[src/rtl/hdlc_pkg.sv]
// Shared constants and types for the HDLC receive deframer.
package hdlc_pkg;

    // Opening/closing flag: 0111_1110.
    localparam logic [7:0] FLAG_PATTERN  = 8'h7E;
    // Abort: a 0 followed by seven 1s.
    localparam logic [7:0] ABORT_PATTERN = 8'h7F;
    // After this many consecutive data 1s, a following 0 was inserted by the transmitter.
    localparam int unsigned STUFF_LIMIT  = 5;
    // Shifts still to discard after the one on the flag-detect edge itself (8 flag bits in total).
    localparam logic [2:0] FLAG_DISCARD  = 3'd7;

    typedef enum logic [1:0] {
        IDLE  = 2'd0,
        FLAG  = 2'd1,
        FRAME = 2'd2
    } frame_state_t;

endpackage

[src/rtl/rx_zero_remover.sv]
// Drops the transmitter-inserted 0 that follows STUFF_LIMIT consecutive data 1s.
module rx_zero_remover
    import hdlc_pkg::*;
(
    input  logic Clk,
    input  logic Rst,
    input  logic data_i,
    input  logic valid_i,
    input  logic clear_i,
    output logic data_o,
    output logic valid_o
);

    logic [2:0] ones_q;
    logic [2:0] ones_d;
    logic       stuffed;

    // Flag a stuffed zero and advance the saturating run-of-ones count.
    always_comb begin
        stuffed = valid_i && !data_i && (ones_q == 3'(STUFF_LIMIT));
        data_o  = data_i;
        valid_o = valid_i && !stuffed;
        ones_d  = ones_q;
        if (clear_i) begin
            ones_d = '0;
        end else if (valid_i) begin
            if (!data_i) begin
                ones_d = '0;
            end else if (ones_q != 3'd7) begin
                ones_d = ones_q + 3'd1;
            end
        end
    end

    // Run-of-ones register.
    always_ff @(posedge Clk) begin
        if (Rst) begin
            ones_q <= '0;
        end else begin
            ones_q <= ones_d;
        end
    end

endmodule

[src/rtl/rx_deframer.sv]
// HDLC receive deframer: flag/abort detection, frame tracking, zero removal and byte assembly.
module rx_deframer
    import hdlc_pkg::*;
(
    input  logic       Clk,
    input  logic       Rst,
    input  logic       Rx,
    input  logic       RxEN,
    output logic       Rx_FlagDetect,
    output logic       Rx_AbortDetect,
    output logic       Rx_ValidFrame,
    output logic       Rx_NewByte,
    output logic [7:0] Rx_Data,
    output logic       Rx_EndOfFrame,
    output logic       Rx_FrameError
);

    logic [7:0]   window_q, window_d;
    frame_state_t state_q, state_d;
    logic [2:0]   discard_q, discard_d;
    logic [2:0]   bitcnt_q, bitcnt_d;
    logic [7:0]   shift_q, shift_d;
    logic [7:0]   data_q, data_d;
    logic         flag_q, abort_q, valid_q, newbyte_q, eof_q, ferr_q;
    logic         eof_d, ferr_d, newbyte_d;
    logic         flag_hit, abort_hit, data_valid, zr_clear, zr_bit, zr_valid;

    // Window shifts every cycle regardless of enable; bit 0 is the newest.
    assign window_d[0] = Rx;
    for (genvar gi = 1; gi < 8; gi++) begin : g_window
        assign window_d[gi] = window_q[gi-1];
    end

    // Pattern matches and qualification of the bit leaving the oldest window slot.
    always_comb begin
        flag_hit   = RxEN && (window_q == FLAG_PATTERN);
        abort_hit  = RxEN && (window_q == ABORT_PATTERN);
        data_valid = RxEN && !flag_hit && !abort_hit &&
                     (state_q != IDLE) && (discard_q == 3'd0);
        zr_clear   = !RxEN || flag_hit || abort_hit || (state_q == IDLE);
    end

    rx_zero_remover u_zero_remover (
        .Clk     (Clk),
        .Rst     (Rst),
        .data_i  (window_q[7]),
        .valid_i (data_valid),
        .clear_i (zr_clear),
        .data_o  (zr_bit),
        .valid_o (zr_valid)
    );

    // Frame state machine next state, flag-bit discard count and end-of-frame pulses.
    always_comb begin
        state_d   = state_q;
        discard_d = (discard_q == 3'd0) ? 3'd0 : discard_q - 3'd1;
        eof_d     = 1'b0;
        ferr_d    = 1'b0;
        if (!RxEN) begin
            state_d   = IDLE;
            discard_d = '0;
        end else if (abort_hit) begin
            state_d = IDLE;
        end else if (flag_hit) begin
            state_d   = FLAG;
            discard_d = FLAG_DISCARD;
            if (state_q == FRAME) begin
                eof_d  = 1'b1;
                ferr_d = (bitcnt_q != 3'd0);
            end
        end else begin
            case (state_q)
                IDLE:    state_d = IDLE;
                FLAG:    if (discard_q == 3'd0) state_d = FRAME;
                FRAME:   state_d = FRAME;
                default: state_d = IDLE;
            endcase
        end
    end

    // Byte assembly, LSB first; partial bytes vanish on flag, abort or disable.
    always_comb begin
        bitcnt_d  = bitcnt_q;
        shift_d   = shift_q;
        data_d    = data_q;
        newbyte_d = 1'b0;
        if (zr_clear) begin
            bitcnt_d = '0;
            shift_d  = '0;
        end else if (zr_valid) begin
            shift_d  = {zr_bit, shift_q[7:1]};
            bitcnt_d = bitcnt_q + 3'd1;
            if (bitcnt_q == 3'd7) begin
                data_d    = {zr_bit, shift_q[7:1]};
                newbyte_d = 1'b1;
            end
        end
    end

    // State and output registers.
    always_ff @(posedge Clk) begin
        if (Rst) begin
            window_q  <= 8'hFF;
            state_q   <= IDLE;
            discard_q <= '0;
            bitcnt_q  <= '0;
            shift_q   <= '0;
            data_q    <= '0;
            flag_q    <= 1'b0;
            abort_q   <= 1'b0;
            valid_q   <= 1'b0;
            newbyte_q <= 1'b0;
            eof_q     <= 1'b0;
            ferr_q    <= 1'b0;
        end else begin
            window_q  <= window_d;
            state_q   <= state_d;
            discard_q <= discard_d;
            bitcnt_q  <= bitcnt_d;
            shift_q   <= shift_d;
            data_q    <= data_d;
            flag_q    <= flag_hit;
            abort_q   <= abort_hit;
            valid_q   <= (state_d == FRAME);
            newbyte_q <= newbyte_d;
            eof_q     <= eof_d;
            ferr_q    <= ferr_d;
        end
    end

    assign Rx_FlagDetect  = flag_q;
    assign Rx_AbortDetect = abort_q;
    assign Rx_ValidFrame  = valid_q;
    assign Rx_NewByte     = newbyte_q;
    assign Rx_Data        = data_q;
    assign Rx_EndOfFrame  = eof_q;
    assign Rx_FrameError  = ferr_q;

endmodule

[config.mk]
export PLATFORM = sky130hd
export DESIGN_NAME = rx_deframer
export DESIGN_NICKNAME = d
export VERILOG_FILES = /design/src/rtl/hdlc_pkg.sv /design/src/rtl/rx_zero_remover.sv /design/src/rtl/rx_deframer.sv
export SDC_FILE = /design/constraint.sdc
export NUM_CORES = 1
export LEC_CHECK = 0
export CAP_MARGIN = 15
export CORE_MARGIN = 2
export CORE_UTILIZATION = 50
export CTS_BUF_LIST = sky130_fd_sc_hd__clkbuf_4 sky130_fd_sc_hd__clkbuf_8 sky130_fd_sc_hd__clkbuf_16
export CTS_CLUSTER_DIAMETER = 30
export DETAILED_ROUTE_END_ITERATION = 10
export GPL_TIMING_DRIVEN = 0
export PLACE_DENSITY = 0.72
export SLEW_MARGIN = 20
export SYNTH_ARGS = -nofsm -noshare
export SYNTH_HDL_FRONTEND = slang
export SYNTH_HIERARCHICAL = 1
export SYNTH_SLANG_ARGS = --single-unit
[constraint.sdc]
create_clock -name Clk -period 2.7 [get_ports Clk]
set_input_delay 0.675 -clock Clk [delete_from_list [all_inputs] [get_ports Clk]]
set_output_delay 0.675 -clock Clk [all_outputs]
set_load 0.005 [all_outputs]
Word-level counts from Yosys, hierarchy flattened
Index checks and enable logic that the tools add are counted.

operators by class
  order comparisons = 0
  reductions and logical operators = 28
  mux-type cells = 12
  bitwise gates (word level) = 5
  div/mod/pow operators = 0
  shift-type cells = 0
  eq/ne operators = 9
  add/sub/neg operators = 3
  multipliers = 0

operators with widths
  operator                                          count
  == test 8 x 7 -> 1 bit, second input constant     2
  2-to-1 mux 3 bit                                  5
  logical AND 1 bit                                 9
  2-to-1 mux 2 bit                                  4
  adder 3 x 1 -> 3 bit, second input constant       2
  == test 3 bit, second input constant              2
  zero test 1 bit                                   5
  inverter 1 bit                                    5
  OR reduction 5 bit                                1
  == test 2 bit, second input constant              2
  one-hot mux 2 bit (2 select lines)                1
  OR reduction 2 bit                                2
  OR reduction 4 bit                                1
  zero test 3 bit                                   1
  logical OR 1 bit                                  3
  != test 3 bit, second input constant              1
  AND reduction 3 bit                               1
  nonzero test 3 bit                                1
  OR reduction 3 bit                                1
  subtractor 3 x 1 -> 3 bit, second input constant  1
  == test 2 x 1 -> 1 bit, second input constant     1
  zero test 2 bit                                   1
  2-to-1 mux 1 bit                                  2
  != test 2 x 1 -> 1 bit, second input constant     1
  2 further kinds                                   2

word-level totals
  bits in latches = 0
  memories kept = 0
  ROM bits = 0
  bits of input ports = 4
  flip-flop bits (word level) = 41
  bits in writable memories = 0
  logic and storage cells = 70

Logic depth before layout (Yosys ltp)
Gate-level depths: netlist (run 1).

  depth after elaboration = 13
  depth in mapped cells = 10
  gate-level depth less buffers = 10

Cells and area by module
Netlist (run 1), hierarchy kept.

by module, submodules not included
  module           times used  area each (µm²)  cells an instance  sequential area each (µm²)
  rx_deframer      1           1477.7           131                740.7
  rx_zero_remover  1           203.9            22                 60.1

Worst setup path before layout (run 1)
OpenSTA, ideal clock, no wires.

  kind = register -> register
  start = register state_q[0]
  end = register bitcnt_q[1]
  arrival time = 1.765 ns
  clock period less this slack = 1.884 ns
  slack = 0.816 ns
  stages on the path, launching flop included = 10
  cell sequence = dfxtp_1 > inv_1 > ha_1 > nor2_1 > and3_1 > inv_1 > a31oi_1 > buf_2 > mux2i_1 > nor2_4

on the way
  cells in the longest elaborated chain, start to end = 7

ends and longest elaborated chain
  element                          RTL line               text
  start, declared                  rx_deframer.sv:19      frame_state_t state_q, state_d;
  start signal, assigned           rx_deframer.sv:117     state_q <= state_d;
  nonzero test 2 bit (*)           rx_deframer.sv:39      (state_q != IDLE) && (discard_q == 3'd0);
  logical AND 1 bit (*)            rx_deframer.sv:38      data_valid = RxEN && !flag_hit && !abort_hit &&
  logical AND 1 bit (*)            rx_deframer.sv:39
  named net data_valid             rx_deframer.sv:26      logic flag_hit, abort_hit, data_valid, zr_clear, zr_bit, zr_valid;
  logical AND 1 bit (2 in series)  rx_zero_remover.sv:20  stuffed = valid_i && !data_i && (ones_q == 3'(STUFF_LIMIT));
  zero test 1 bit                  rx_zero_remover.sv:22  valid_o = valid_i && !stuffed;
  logical AND 1 bit (*)            rx_zero_remover.sv:22
  named net zr_valid               rx_deframer.sv:26
  end signal, assigned             rx_deframer.sv:119     bitcnt_q <= bitcnt_d;
  end, declared                    rx_deframer.sv:21      logic [2:0] bitcnt_q, bitcnt_d;

Mark *: on every way through the listed nets, which the timed path passes. The rest lies on a longest branch.
A chain may end at the register's enable or synchronous reset.

Worst setup path after layout (run 1)
  start = input RxEN
  end = register bitcnt_q[1]

on the way
  cells in the longest elaborated chain, start to end = 10

ends and longest elaborated chain
  element                              RTL line               text
  start, declared                      rx_deframer.sv:8       input logic RxEN,
  logical AND 1 bit                    rx_deframer.sv:36      flag_hit = RxEN && (window_q == FLAG_PATTERN);
  zero test 1 bit                      rx_deframer.sv:38
  logical AND 1 bit                    rx_deframer.sv:38
  logical AND 1 bit (*) (2 in series)  rx_deframer.sv:38
  logical AND 1 bit (*)                rx_deframer.sv:39
  named net data_valid                 rx_deframer.sv:26
  logical AND 1 bit (2 in series)      rx_zero_remover.sv:20
  zero test 1 bit                      rx_zero_remover.sv:22
  logical AND 1 bit (*)                rx_zero_remover.sv:22
  named net zr_valid                   rx_deframer.sv:26

Marked as above.

==> flow_metrics.tcl, run 1 <==
set metrics [dict create \
    status "complete, no violations" \
    worst-r2r-setup-slack_ns 0.46 \
    h-tree-depth 2 \
    synthesis.nets 166 \
    final_max_slew_viol_count 0 \
    via_per_inst 5.04 \
    drc 0 \
    die_h_um 62.0 \
    criticalPathCategory "input pin to register" \
    path_clk_slew_ns 0.11 \
    cts_buffer_depth 2 \
    holdPathEnd "window_q[3]" \
    rows 21 \
    drive_gt1_share_pct 14.7 \
    synth_seq_cells 40 \
    ys_async_sr_fraction_pct 0 \
    grt_first_pass_wirelength_mm 4.66 \
    syn_area_um2 1680 \
    finalClockSkew_ns 0.00820 \
    synthDistinctLibCells 37 \
    setup_viol 0 \
    worst_setup_path_end_kind "register" \
    ys_seq_area_share_pct 47.6 \
    routedWlPerCell_um 12.6 \
    crit_fanout 10 \
    power.share.combinational_pct 2.0 \
    cts_buffers 5 \
    fin_nets 190 \
    cp-start-kind "input pin" \
    grt_use_total_pct 16.7 \
    worstPathRequired_ns 2.94 \
    wirelength_mm 2.80 \
    cts_resized 0 \
    cts_tree "built" \
    io_pins 18 \
    gp_congestion 0.844 \
    slew_headroom_pct 68.3 \
    grt_max_degree 17 \
    synth_area_per_cell_um2 11.0 \
    synth_edf_count 0 \
    yosys_warnings 6 \
    dp_hpwl_mm 2.14 \
    hold_viol 0 \
    internal-power_uw 705 \
    dr.pass1.iters 3 \
    hold_path_startpoint "window_q[2]" \
    fin_crit_ns 2.36 \
    cellLeakagePower_uw 0.000737 \
    core_um2 3280 \
    seqPwrFrac_pct 66.1 \
    r2r_start "discard_q[0]" \
    grt_pass1_vias 1070 \
    arrival_ns 2.60 \
    fp.dieW_um 62.0 \
    timing.hold.ws_ns 0.474 \
    insertion_delay_ns 0.34 \
    initial_utilization_pct 51.2 \
    hold_path_class "register to register" \
    fmax_mhz 424 \
    ir_worst_vdd_uv 255 \
    die_area_um2 3840 \
    swShare_pct 21.6 \
    r2r_cells 7 \
    port-buffer-count 17 \
    final.setup.tns_ns 0 \
    areaGrowthSynthToFinish_pct 16.5 \
    num_vias 1123 \
    p_switching_uw 194 \
    rr_endpoint "bitcnt_q[1]" \
    grt_setup_unrepaired "no" \
    min_period_over_period_pct 87.3 \
    worst_pin_slew_ns 0.471 \
    ctsHoldBuffers 0 \
    whs_path_depth 1 \
    drt_iter0_markers 35 \
    num-fill-cells 299 \
    cts_setup_buffers 0 \
    clockPowerShare_pct 32.0 \
    power_density_nw_per_um2 459 \
    grt_overflow 0 \
    finish.utilization_pct 59.7 \
    cts_sinks 40 \
    maxCapViolCount 0 \
    cts_root_buf "clkbuf_4" \
    ys.flop_type "dfxtp_1" \
    synthCells 153 \
    grt_antenna_before_repair 0 \
    diodes 0 \
    ant_nets 0 \
]
-- registers in the layout (all words and copies together) (netlist names), 2 cells and up --
| signal | count |
|---|---|
| bitcnt_q | 3 |
| state_q | 2 |
| shift_q | 7 |
| discard_q | 3 |
| u_zero_remover/ones_q | 3 |
| Rx_Data | 8 |
| window_q | 8 |
-- synthesized netlist by cell type (2+ instances only) --
cell      n  area, µm²
nor3_1    2       10.0
dfxtp_1  40        801
nor2_1   14       52.6
or2_1     8       50.1
nor2_4   10        113
o21a_1    2       15.0
and3_1    3       18.8
o21ai_0   2       10.0
or3_1     3       18.8
o22ai_1   3       18.8
nand2_1   3       11.3
or3b_1    4       35.0
inv_1     8       30.0
a21oi_1   4       20.0
ha_1      9        113
mux2i_1  17        170
-- worst max path at each step --
stage | from | end | slack [ns] | depth (start not counted)
after floorplan | state_q[0] | bitcnt_q[1] | 0.82 | 9
after global placement | RxEN | shift_q[2] | 0.07 | 7
after detailed placement | RxEN | bitcnt_q[1] | 0.002 | 7
after CTS | RxEN | bitcnt_q[1] | 0.36 | 7
after global routing | RxEN | shift_q[3] | 0.26 | 7
final | RxEN | bitcnt_q[1] | 0.34 | 7
-- stage by stage --
step	power [µW]	std cells	area (µm²)	setup slack, ns
2_1_floorplan	615	153	1680	0.816
3_3_place_gp	625	216	1910	0.0689
3_5_place_dp	625	216	1910	0.00152
4_1_cts	910	223	1960	0.360
5_1_grt	945	223	1960	0.263
6_report	899	223	1960	0.342
-- worst max-delay path: stages --
cell             delay, ns
clkdlybuf4s50_1       0.59
and3_1                0.25
inv_1                 0.06
a31oi_1               0.27
buf_2                 0.36
mux2i_1               0.34
nor2_4                0.04
-- cell type report --
| class | instances | area [µm²] | area share, % |
|---|---|---|---|
| multi-input combinational | 101 | 815 | 41.6 |
| clock buffer | 6 | 45.0 | 2.30 |
| timing repair buffer | 17 | 170 | 8.68 |
| clock inverter | 1 | 5.00 | 0.255 |
| buffer | 4 | 36.3 | 1.85 |
| sequential | 40 | 801 | 40.9 |
| tap | 46 | 57.6 | 2.94 |
| inverter | 8 | 30.0 | 1.53 |
-- power by group through the flow --
stage | logic (µW) | clock network (µW) | registers (µW)
final | 17.6 | 287 | 594
after CTS | 18.0 | 298 | 594
after floorplan | 7.77 | 0 | 607
after global placement | 17.5 | 0 | 607
after global routing | 19.8 | 331 | 595
after detailed placement | 17.8 | 0 | 607
-- cell usage in the layout (no fill, tap or decap), types with 2 or more instances in the layout --
cell type	count
dfxtp_1	40
o21a_1	2
inv_1	8
or3_1	3
and3_1	3
or3b_1	4
ha_1	9
nor2_1	14
a21oi_1	4
o22ai_1	3
or2_1	8
mux2i_1	17
nor2_4	10
nor3_1	2
nand2_1	3
clkdlybuf4s50_1	17
clkbuf_4	6
o21ai_0	2
-- metal layers --
metal	routed length [µm]	part of all wire [%]	global-route usage (%)
met5	0	0	0
met4	46	1.6	5.47
met3	94	3.4	6.21
met2	1430	51	28.0
met1	1230	44	19.8
-- cells by family after synthesis --
| kind of cell | count (synthesis) | share of synthesized area (%) |
|---|---|---|
| multiplexers | 17 | 10.1 |
| flip-flops | 40 | 47.6 |
| buffers and inverters | 12 | 3.94 |
| AO/OA/AOI/OAI | 16 | 6.47 |
| XOR/XNOR | 1 | 0.521 |
| adder cells (fa/ha/maj) | 9 | 6.70 |
| AND/OR/NAND/NOR | 58 | 24.6 |
(Power assumes the default switching activity.)
==> inputs of run 2 (changes only) <==
--- a/config.mk
+++ b/config.mk
@@ -6,7 +6,7 @@
 export NUM_CORES = 1
 export LEC_CHECK = 0
 export CAP_MARGIN = 15
-export CORE_MARGIN = 2
+export CORE_MARGIN = 3
 export CORE_UTILIZATION = 50
 export CTS_BUF_LIST = sky130_fd_sc_hd__clkbuf_4 sky130_fd_sc_hd__clkbuf_8 sky130_fd_sc_hd__clkbuf_16
 export CTS_CLUSTER_DIAMETER = 30
==> run 2 against run 1 <==
Effect of this change: power up 4.0%; combinational power about the same; critical endpoint is now shift_q[4]; highest routed layer unchanged; maximum frequency up 4.6%; final area up 0.70%; first-iteration DRC count down 11%; sequential share of layout area down 0.29 points; hold slack worse by 0.0051 ns; count of clock-buffer cells in the layout up 2; register-to-register slack better by 0.09 ns; largest power group unchanged.
==> flow_metrics.tcl, run 2 (synthesized netlist as in run 1, its figures left out) <==
set metrics [dict create \
    cts_sinks 40 \
    power_density_nw_per_um2 474 \
    finalClockSkew_ns 0.00952 \
    grt_setup_unrepaired "no" \
    wirelength_mm 2.80 \
    routedWlPerCell_um 12.6 \
    power.share.combinational_pct 1.9 \
    p_switching_uw 187 \
    cts_tree "built" \
    internal-power_uw 748 \
    grt_pass1_vias 1123 \
    diodes 0 \
    cts_resized 0 \
    layout.cells.most_common "dfxtp_1" \
    num_vias 1106 \
    hold_path_class "register to register" \
    fmax_mhz 444 \
    cts_root_buf "clkbuf_4" \
    ctsHoldBuffers 0 \
    worst_pin_slew_ns 0.448 \
    via_per_inst 4.98 \
    maxCapViolCount 0 \
    use_met1_pct 18.6 \
    status "complete, no violations" \
    insertion_delay_ns 0.34 \
    grt_use_total_pct 16.2 \
    h-tree-depth 2 \
    path_clk_slew_ns 0.11 \
    crit_fanout 10 \
    die_h_um 64.0 \
    worst_setup_path_end_kind "register" \
    grt_overflow 0 \
    cts_buffers 5 \
    clockPowerShare_pct 34.6 \
    worst_slack_ns 0.445 \
    most-common-layout-cells "dfxtp_1, mux2i_1, clkdlybuf4s50_1" \
    swShare_pct 20.0 \
    criticalPathCategory "input pin to register" \
    slew_headroom_pct 69.9 \
    grt_max_degree 17 \
    cts_setup_buffers 0 \
    port-buffer-count 17 \
    grt_util_met2_pct 28.3 \
    cp-start-kind "input pin" \
    io_pins 18 \
    grt_antenna_before_repair 0 \
    dp_hpwl_mm 2.19 \
    rows 20 \
    finalPower_uw 935 \
    setup_viol 0 \
    worstPathRequired_ns 2.94 \
    gp_congestion 0.753 \
    ir_worst_vdd_uv 402 \
    seqPwrFrac_pct 63.5 \
    grt_first_pass_wirelength_mm 5.10 \
    min_period_over_period_pct 83.5 \
    die_area_um2 4100 \
    initial_utilization_pct 53.8 \
    drc 0 \
    fp.dieW_um 64.0 \
    hold_viol 0 \
    drt_iter0_markers 31 \
    cellLeakagePower_uw 0.000745 \
    drive_gt1_share_pct 15.2 \
    final.setup.tns_ns 0 \
    ant_nets 0 \
    fin_nets 190 \
    grtUsageMet3_pct 4.22 \
    top_usage_layer "met2" \
    pre_cts_slack_ns 0.0680 \
    arrival_ns 2.50 \
    core_um2 3130 \
    areaGrowthSynthToFinish_pct 17.3 \
    fin_crit_ns 2.25 \
    final_max_slew_viol_count 0 \
    timing.hold.ws_ns 0.469 \
    cts_buffer_depth 2 \
    dr.pass1.iters 4 \
]
run 2: changes by cell type in the layout (fill, tap and decap cells not counted):
| cell | before | now |
|---|---|---|
| clkinv_2 | 1 | 0 |
| clkbuf_4 | 6 | 7 |
| clkbuf_8 | 0 | 1 |
run 2: routing by layer:
layer	up-vias	routed length (µm)
met5	-	0
met4	0	52
met3	8	101
met2	16	1430
met1	510	1220
li1	572	-
run 2: worst paths after layout:
| check | from | end | slack [ns] | depth (start not counted) |
|---|---|---|---|---|
| setup / recovery | RxEN | shift_q[4] | 0.45 | 7 |
| hold / removal | window_q[1] | window_q[2] | 0.47 | 1 |
| setup reg to reg | state_q[0] | shift_q[4] | 0.55 | 9 |
| hold reg to reg | window_q[1] | window_q[2] | 0.47 | 1 |
run 2: per-stage QoR:
stage,cell area (µm²),util (%),std cells
5_1_grt,1970,63.1,222
3_5_place_dp,1910,61.0,214
6_report,1970,63.1,222
4_1_cts,1970,63.1,222
2_1_floorplan,1680,-,153
3_3_place_gp,1910,61.0,214
run 2: worst max-delay path: stages:
cell             delay (ns)
clkdlybuf4s50_1        0.57
and3_1                 0.23
inv_1                  0.05
a31oi_1                0.25
buf_2                  0.35
mux2i_1                0.33
nor2_4                 0.04
run 2: cell type report:
class                      count  area [µm²]
buffer                         4        36.3
clock buffer                   8        66.3
fill                         275        1150
inverter                       8        30.0
multi-input combinational    101         815
sequential                    40         801
tap                           44        55.1
timing repair buffer          17         170
run 2: power groups by stage:
stage / registers [µW] / logic [µW] / clock network, µW
6_report: 594 / 17.4 / 324
5_1_grt: 594 / 19.9 / 361
4_1_cts: 594 / 18.0 / 337
3_5_place_dp: 607 / 17.9 / 0
3_3_place_gp: 607 / 17.7 / 0
2_1_floorplan: 607 / 7.77 / 0
==> inputs of run 3 (changes only) <==
==> constraint.sdc (replaced) <==
create_clock -name Clk -period 2.35 [get_ports Clk]
set_input_delay 0.5875 -clock Clk [delete_from_list [all_inputs] [get_ports Clk]]
set_output_delay 0.5875 -clock Clk [all_outputs]
set_load 0.005 [all_outputs]
==> run 3 against run 2 <==
Effect of this change: critical endpoint is now Rx_Data[4]; first-iteration DRC count is 9.7% lower; setup slack got worse by 0.19 ns; sequential power is 15% higher; highest routed layer unchanged; critical path type unchanged; largest power group unchanged.
==> flow_metrics.tcl, run 3 (synthesized netlist as in run 1, its figures left out) <==
set metrics [dict create \
    finish.utilization_pct 63.4 \
    grt_antenna_before_repair 0 \
    path_clk_slew_ns 0.10 \
    grt_overflow 0 \
    insertion_delay_ns 0.34 \
    h-tree-depth 2 \
    cts_tree "built" \
    num-fill-cells 276 \
    r2r_cells 10 \
    ant_nets 0 \
    worst_slack_ns 0.256 \
    worst_setup_path_end_kind "register" \
    gp_congestion 0.753 \
    layout.cells.most_common "dfxtp_1" \
    initial_utilization_pct 53.8 \
    grt_first_pass_wirelength_mm 5.10 \
    top_usage_layer "met2" \
    fp.dieW_um 64.0 \
    criticalPathCategory "input pin to register" \
    cts_sinks 40 \
    crit_fanout 8 \
    die_h_um 64.0 \
    most-common-layout-cells "dfxtp_1, mux2i_1, clkdlybuf4s50_1" \
    slew_headroom_pct 69.9 \
    fin_crit_ns 2.09 \
    cellLeakagePower_uw 0.000744 \
    dp_hpwl_mm 2.19 \
    whs_path_depth 1 \
    die_area_um2 4100 \
    worst_pin_slew_ns 0.448 \
    final_area_um2 1980 \
    place_area_um2 1910 \
    diodes 0 \
    drc 0 \
    hold_viol 0 \
    pre_cts_slack_ns -0.194 \
    power_density_nw_per_um2 542 \
    finalPower_uw 1070 \
    maxCapViolCount 0 \
    areaGrowthSynthToFinish_pct 17.9 \
    drt_iter0_markers 28 \
    status "complete, no violations" \
    grtUsageMet3_pct 4.22 \
    cp-start-kind "input pin" \
    fin_nets 190 \
    use_met1_pct 18.6 \
    via_per_inst 5.00 \
    drive_gt1_share_pct 15.7 \
    hold_path_class "register to register" \
    cts_buffer_depth 2 \
    setup_viol 0 \
    routedWlPerCell_um 12.6 \
    grt_setup_unrepaired "no" \
    port-buffer-count 17 \
    grt_pass1_vias 1123 \
    min_period_over_period_pct 89.1 \
    cts_buffers 5 \
    ir_worst_vdd_uv 460 \
    core_um2 3130 \
    grt_use_total_pct 16.2 \
    cts_root_buf "clkbuf_4" \
    finalClockSkew_ns 0.0104 \
    dr.pass1.iters 6 \
    final_max_slew_viol_count 0 \
    wirelength_mm 2.81 \
    fmax_mhz 478 \
    rows 20 \
    io_pins 18 \
    grt_util_met2_pct 28.3 \
    arrival_ns 2.31 \
    grt_max_degree 17 \
    num_vias 1111 \
    worstPathRequired_ns 2.57 \
]
## run 3: cell types whose count changed in the layout (fill, tap and decap cells not counted), sizes merged
cell,previous run,this run
buf,3,2
clkbuf,9,10
## run 3: final cells by class
class	count	area, µm²	area share (%)
multi-input cells	101	821	41.4
flip-flops and latches	40	801	40.4
repair buffers	17	170	8.59
clock buffers	8	66.3	3.35
well taps	44	55.1	2.78
plain buffers	4	38.8	1.96
inverters	8	30.0	1.52
## run 3: what timing repair did
action,CTS,global route
buffers inserted,0,0
hold buffers,0,0
resized for setup,0,2
endpoints found under the setup margin,0,12
## run 3: per-stage QoR
| stage | std cells | hold slack, ns | TNS (ns) |
|---|---|---|---|
| after floorplan | 153 | 0.430 | 0 |
| after global routing | 222 | 0.490 | 0 |
| after CTS | 222 | 0.473 | 0 |
| after detailed placement | 214 | 0.447 | -2.81 |
| final | 222 | 0.469 | 0 |
| after global placement | 214 | 0.442 | -2.92 |
## run 3: path summary, 6_finish.rpt
check,from,end,slack (ns)
hold / removal,window_q[1],window_q[2],0.47
hold reg to reg,window_q[1],window_q[2],0.47
setup / recovery,RxEN,Rx_Data[4],0.26
setup reg to reg,state_q[0],Rx_Data[4],0.28
## run 3: critical path, stage by stage
cell and delay, ns:
clkdlybuf4s50_1 0.57, and3_1 0.23, inv_1 0.06, a31oi_2 0.21, and4b_1 0.28, o21ai_4 0.14, mux2i_1 0.18, nor2_1 0.06
## run 3: routing by layer
metal	vias to the layer above	part of all wire [%]
met4	0	1.5
met1	513	44
li1	572	-
met5	-	0
met2	21	51
met3	5	3.2
## run 3: where the power goes
| part | total, µW | switching (µW) | internal (µW) |
|---|---|---|---|
| combinational | 20.0 | 12.2 | 7.81 |
| sequential | 682 | 1.95 | 680 |
| clock | 371 | 200 | 171 |
